==> config.mk <==
export PLATFORM = sky130hd
export DESIGN_NAME = mux_nx1_pipe
export DESIGN_NICKNAME = d
export VERILOG_FILES = /design/src/rtl/mux_nx1_pipe.sv
export SDC_FILE = /design/constraint.sdc
export NUM_CORES = 1
export LEC_CHECK = 0
export ABC_AREA = 1
export ABC_CLOCK_PERIOD_IN_PS = 1700
export CAP_MARGIN = 40
export CORE_MARGIN = 5
export CORE_UTILIZATION = 45
export DETAILED_ROUTE_END_ITERATION = 7
export PLACE_DENSITY = 0.8
export SETUP_SLACK_MARGIN = 0.3
export SLEW_MARGIN = 20
export SYNTH_ARGS = -nofsm -noshare
export SYNTH_HDL_FRONTEND = slang
export SYNTH_SLANG_ARGS = --single-unit
==> constraint.sdc <==
create_clock -name clk -period 1.7 [get_ports clk]
set_input_delay 0.255 -clock clk [delete_from_list [all_inputs] [get_ports clk]]
set_output_delay 0.255 -clock clk [all_outputs]
set_load 0.02 [all_outputs]
==> src/rtl/mux_nx1_pipe.sv <==
// Registered N:1 operand mux with enable/range gating and a 2-entry
// valid/ready skid buffer (output register OR plus skid register SK).
module mux_nx1_pipe #(
  parameter  int WIDTH  = 8,
  parameter  int NUM_IN = 4,
  localparam int SEL_W  = (NUM_IN > 1) ? $clog2(NUM_IN) : 1
) (
  input  logic                    clk,
  input  logic                    rst_n,
  input  logic [NUM_IN*WIDTH-1:0] in_data,
  input  logic [SEL_W-1:0]        sel,
  input  logic                    en,
  input  logic                    in_valid,
  output logic                    in_ready,
  input  logic                    flush,
  output logic [WIDTH-1:0]        out_data,
  output logic                    out_err,
  output logic                    out_valid,
  input  logic                    out_ready
);

  typedef enum logic [1:0] {
    ST_EMPTY = 2'b00,
    ST_HALF  = 2'b01,
    ST_FULL  = 2'b10,
    ST_BAD   = 2'b11
  } state_t;

  state_t             state_reg, state_next;
  logic [WIDTH-1:0]   or_data_reg, sk_data_reg;
  logic               or_err_reg, sk_err_reg;

  logic [WIDTH-1:0]   chan [NUM_IN];
  logic [NUM_IN-1:0]  hit;
  logic [WIDTH-1:0]   beat_data;
  logic               beat_err;

  logic               accept, transfer;
  logic               or_load_beat, or_load_sk, sk_load_beat;

  genvar gi;
  generate
    for (gi = 0; gi < NUM_IN; gi++) begin : g_chan
      assign chan[gi] = in_data[gi*WIDTH +: WIDTH];
      assign hit[gi]  = (sel == SEL_W'(gi));
    end
  endgenerate

  // hit is one-hot or zero; no hit means the select is out of range
  always_comb begin
    beat_data = '0;
    for (int k = 0; k < NUM_IN; k++) begin
      beat_data = beat_data | (chan[k] & {WIDTH{hit[k] & en}});
    end
    beat_err = en & ~(|hit);
  end

  assign in_ready  = (state_reg == ST_EMPTY) || (state_reg == ST_HALF);
  assign out_valid = (state_reg == ST_HALF)  || (state_reg == ST_FULL);
  assign out_data  = or_data_reg;
  assign out_err   = or_err_reg;

  assign accept   = in_valid & in_ready;
  assign transfer = out_valid & out_ready;

  always_comb begin
    state_next   = state_reg;
    or_load_beat = 1'b0;
    or_load_sk   = 1'b0;
    sk_load_beat = 1'b0;
    case (state_reg)
      ST_EMPTY: begin
        if (accept) begin
          state_next   = ST_HALF;
          or_load_beat = 1'b1;
        end
      end
      ST_HALF: begin
        if (accept && transfer) begin
          or_load_beat = 1'b1;
        end else if (accept) begin
          state_next   = ST_FULL;
          sk_load_beat = 1'b1;
        end else if (transfer) begin
          state_next   = ST_EMPTY;
        end
      end
      ST_FULL: begin
        if (transfer) begin
          state_next = ST_HALF;
          or_load_sk = 1'b1;
        end
      end
      default: state_next = ST_EMPTY;
    endcase
    // data loads during flush are harmless: the state returns to EMPTY
    if (flush) begin
      state_next = ST_EMPTY;
    end
  end

  always_ff @(posedge clk or negedge rst_n) begin
    if (!rst_n) begin
      state_reg   <= ST_EMPTY;
      or_data_reg <= '0;
      or_err_reg  <= 1'b0;
      sk_data_reg <= '0;
      sk_err_reg  <= 1'b0;
    end else begin
      state_reg <= state_next;
      if (or_load_beat) begin
        or_data_reg <= beat_data;
        or_err_reg  <= beat_err;
      end else if (or_load_sk) begin
        or_data_reg <= sk_data_reg;
        or_err_reg  <= sk_err_reg;
      end
      if (sk_load_beat) begin
        sk_data_reg <= beat_data;
        sk_err_reg  <= beat_err;
      end
    end
  end

endmodule

==> impl_metrics.ini <==
[detailed_routing]
wirelength_um = 3870
drc = 0
final_antenna_net_count = 0
dr.pass1.iters = 4
wire_per_inst_um = 12.2
first_iter_violations = 89
route.vias.total = 1577
drt-vias-per-instance = 4.96

[setup_path]
crit_arrival_ps = 1790
worstPathRequired_ps = 1900
end_kind = flip-flop
start_kind = flip-flop
path_class = reg -> reg
path_max_fanout = 10

[synth]
synth_edf_count = 0
synth-simple-area-share_pct = 34.3
seq_area_frac_synth_pct = 34.7
dominantRegCellSynth = dfrtp_1
syn_area_per_cell_um2 = 6.97
syn-num-nets = 252
synthesis.area_um2 = 1440
ys_types = 23
yosysWarnings = 0
yosys_register_bits = 20
muxShareOfSynthArea_pct = 0
synthArstFlopShare_pct = 100
synth_xor_area_share_pct = 0
synth_top_family_by_area = simple AND/OR/NAND/NOR gates
synth_compound_area_share_pct = 12.1
synth_cells = 207
synth_fa_ha_area_share_pct = 4.34

[sta]
setup_viol = 0
rsz0062_at_grt = yes
min_period_ps = 1590
slew_viol_final = 0
relSlewSlack_pct = 83.1
fin_ws_ps = 107
finalHoldViolCount = 0
finalCritPeriodShare_pct = 93.7
tightest_slew_ps = 252
fin_skew_ps = 0.765
tns_ps = 0
max_freq_mhz = 628

[floorplanning]
core_um2 = 3050
start_util_pct = 47.3
rows = 20
die_area_um2 = 4440
die_w_um = 66.6
die_y_um = 66.6
ios = 51

[cts]
postCtsHoldBufs = 0
clock_latency_ps = 300
cts_buffer_depth = 2
cts_tree = yes
ctsRootBufferMaster = clkbuf_4
clock_sinks = 20
cts_buffers = 3
htreeDepth = 1
cts.clk_slew.worst_paths_ps = 110

[global_route]
antenna_found_initial = 0
met1_usage_pct = 24.2
grt_busiest_layer = met2
grt_usage_pct = 18.5
grt_pass1_wl_um = 6500
globalRoute.totalOverflow = 0
grt_max_degree = 21
met2_usage_pct = 32.9
gr-usage-met3_pct = 0.843
grt_pass1_vias = 1544

[outcome]
status = completed

[final_layout]
stdcell_area_um2 = 2220
drive_above_1_share_pct = 19.7
fin_util_pct = 72.6
nets = 320
num-fill-cells = 263
seqCellArea_um2 = 502
area_growth_pct = 53.7
multi_input_area_um2 = 812
diodes = 0
final_cell_mix = nand2_1 (51), clkdlybuf4s50_1 (39), inv_1 (27), o21ai_0 (22), nand4_1 (21)
layout_commonest_cell = nand2_1

[placed_design]
gp_congestion = 0.892
io_buffers = 50
place_area_um2 = 2020
hpwlAfterDp_um = 2880
dpl_worst_slack_ps = 46.0

[flow_run]
cap_viol_max_count = 0

[power]
worst_ir_drop_vdd_v = 0.000448
p_per_area_nw_per_um2 = 1260
cellLeakagePower_uw = 0.00109

[worst_hold_path]
hold_path.class = in -> async
[logic make-up after synthesis]
kind of cell               count (synthesis)
DFF                                       20
and+or+nand+nor                          107
buffers and inverters                     43
AOI/OAI and AO/OA                         32
adders and majority gates                  5
[what timing repair did]
action | in CTS | in global routing
resized for setup | 39 | 9
cloned | 2 | 0
pin swaps | 9 | 4
setup buffers | 6 | 3
setup endpoints to repair | 30 | 23
[cell usage after synthesis (2+ instances only)]
| cell | instances | area share, % |
|---|---|---|
| nand2_4 | 2 | 1.6 |
| buf_2 | 4 | 1.4 |
| dfrtp_1 | 20 | 35 |
| inv_1 | 31 | 8.1 |
| ha_1 | 5 | 4.3 |
| buf_6 | 2 | 1.6 |
| o21ai_1 | 2 | 0.69 |
| nand2_1 | 55 | 14 |
| nand3_1 | 9 | 3.1 |
| o21ai_0 | 25 | 8.7 |
| a21oi_1 | 3 | 1.0 |
| nor2_1 | 16 | 4.2 |
| nand4_1 | 21 | 9.1 |
| inv_2 | 2 | 0.52 |
| nor2_2 | 2 | 0.87 |
[layer usage]
| layer | wire [um] | part of all wire [%] | up-vias |
|---|---|---|---|
| met2 | 1890 | 49 | 70 |
| met5 | 0 | 0 | - |
| met4 | 38 | 0.98 | 0 |
| li1 | - | - | 808 |
| met1 | 1700 | 44 | 695 |
| met3 | 244 | 6.3 | 4 |
[worst paths after layout]
kind / from / end / slack [ps] / cells after the start
setup / recovery: state_reg[0] / out_data[7] / 110 / 9
hold / removal: rst_n / out_data[3] / 270 / 2
setup reg to reg: state_reg[0] / out_data[7] / 110 / 9
hold reg to reg: out_data[6] / out_data[6] / 480 / 2
max in group asynchronous: rst_n / state_reg[0] / 1210 / 2
min in group clk: out_data[6] / out_data[6] / 480 / 2
[area by class of cell]
type                       count  share of cell area, %
timing repair inverter         1                  0.395
inverter                      35                   6.94
tap                           44                   2.48
sequential                    20                   22.6
multi-input combinational    145                   36.6
clock buffer                   4                   1.64
timing repair buffer          69                   29.3
[per-stage QoR]
stage               std cells  power [uW]  hold slack (ps)
floorplan                 207        1750            -40.6
global placement          303        2240              467
detailed placement        303        2280              469
CTS                       315        2720              282
global route              318        3020              296
finish                    318        2790              273
[where the power goes]
part	internal [uW]	total [uW]	leakage, uW	switching (uW)
Combinational	754	1710	0.000818	958
Clock	131	274	0.0000210	143
Sequential	677	803	0.000253	126
[worst max-delay path, cell delays in order (launching register included)]
cell and delay [ps]:
dfrtp_2 460, inv_2 80, ha_4 290, nand2_4 90
nor2_4 170, clkinv_4 110, nand2_1 80, nand2_1 50
nor2_1 90, a21oi_1 50
No activity file was read; power rests on OpenSTA's default activity.
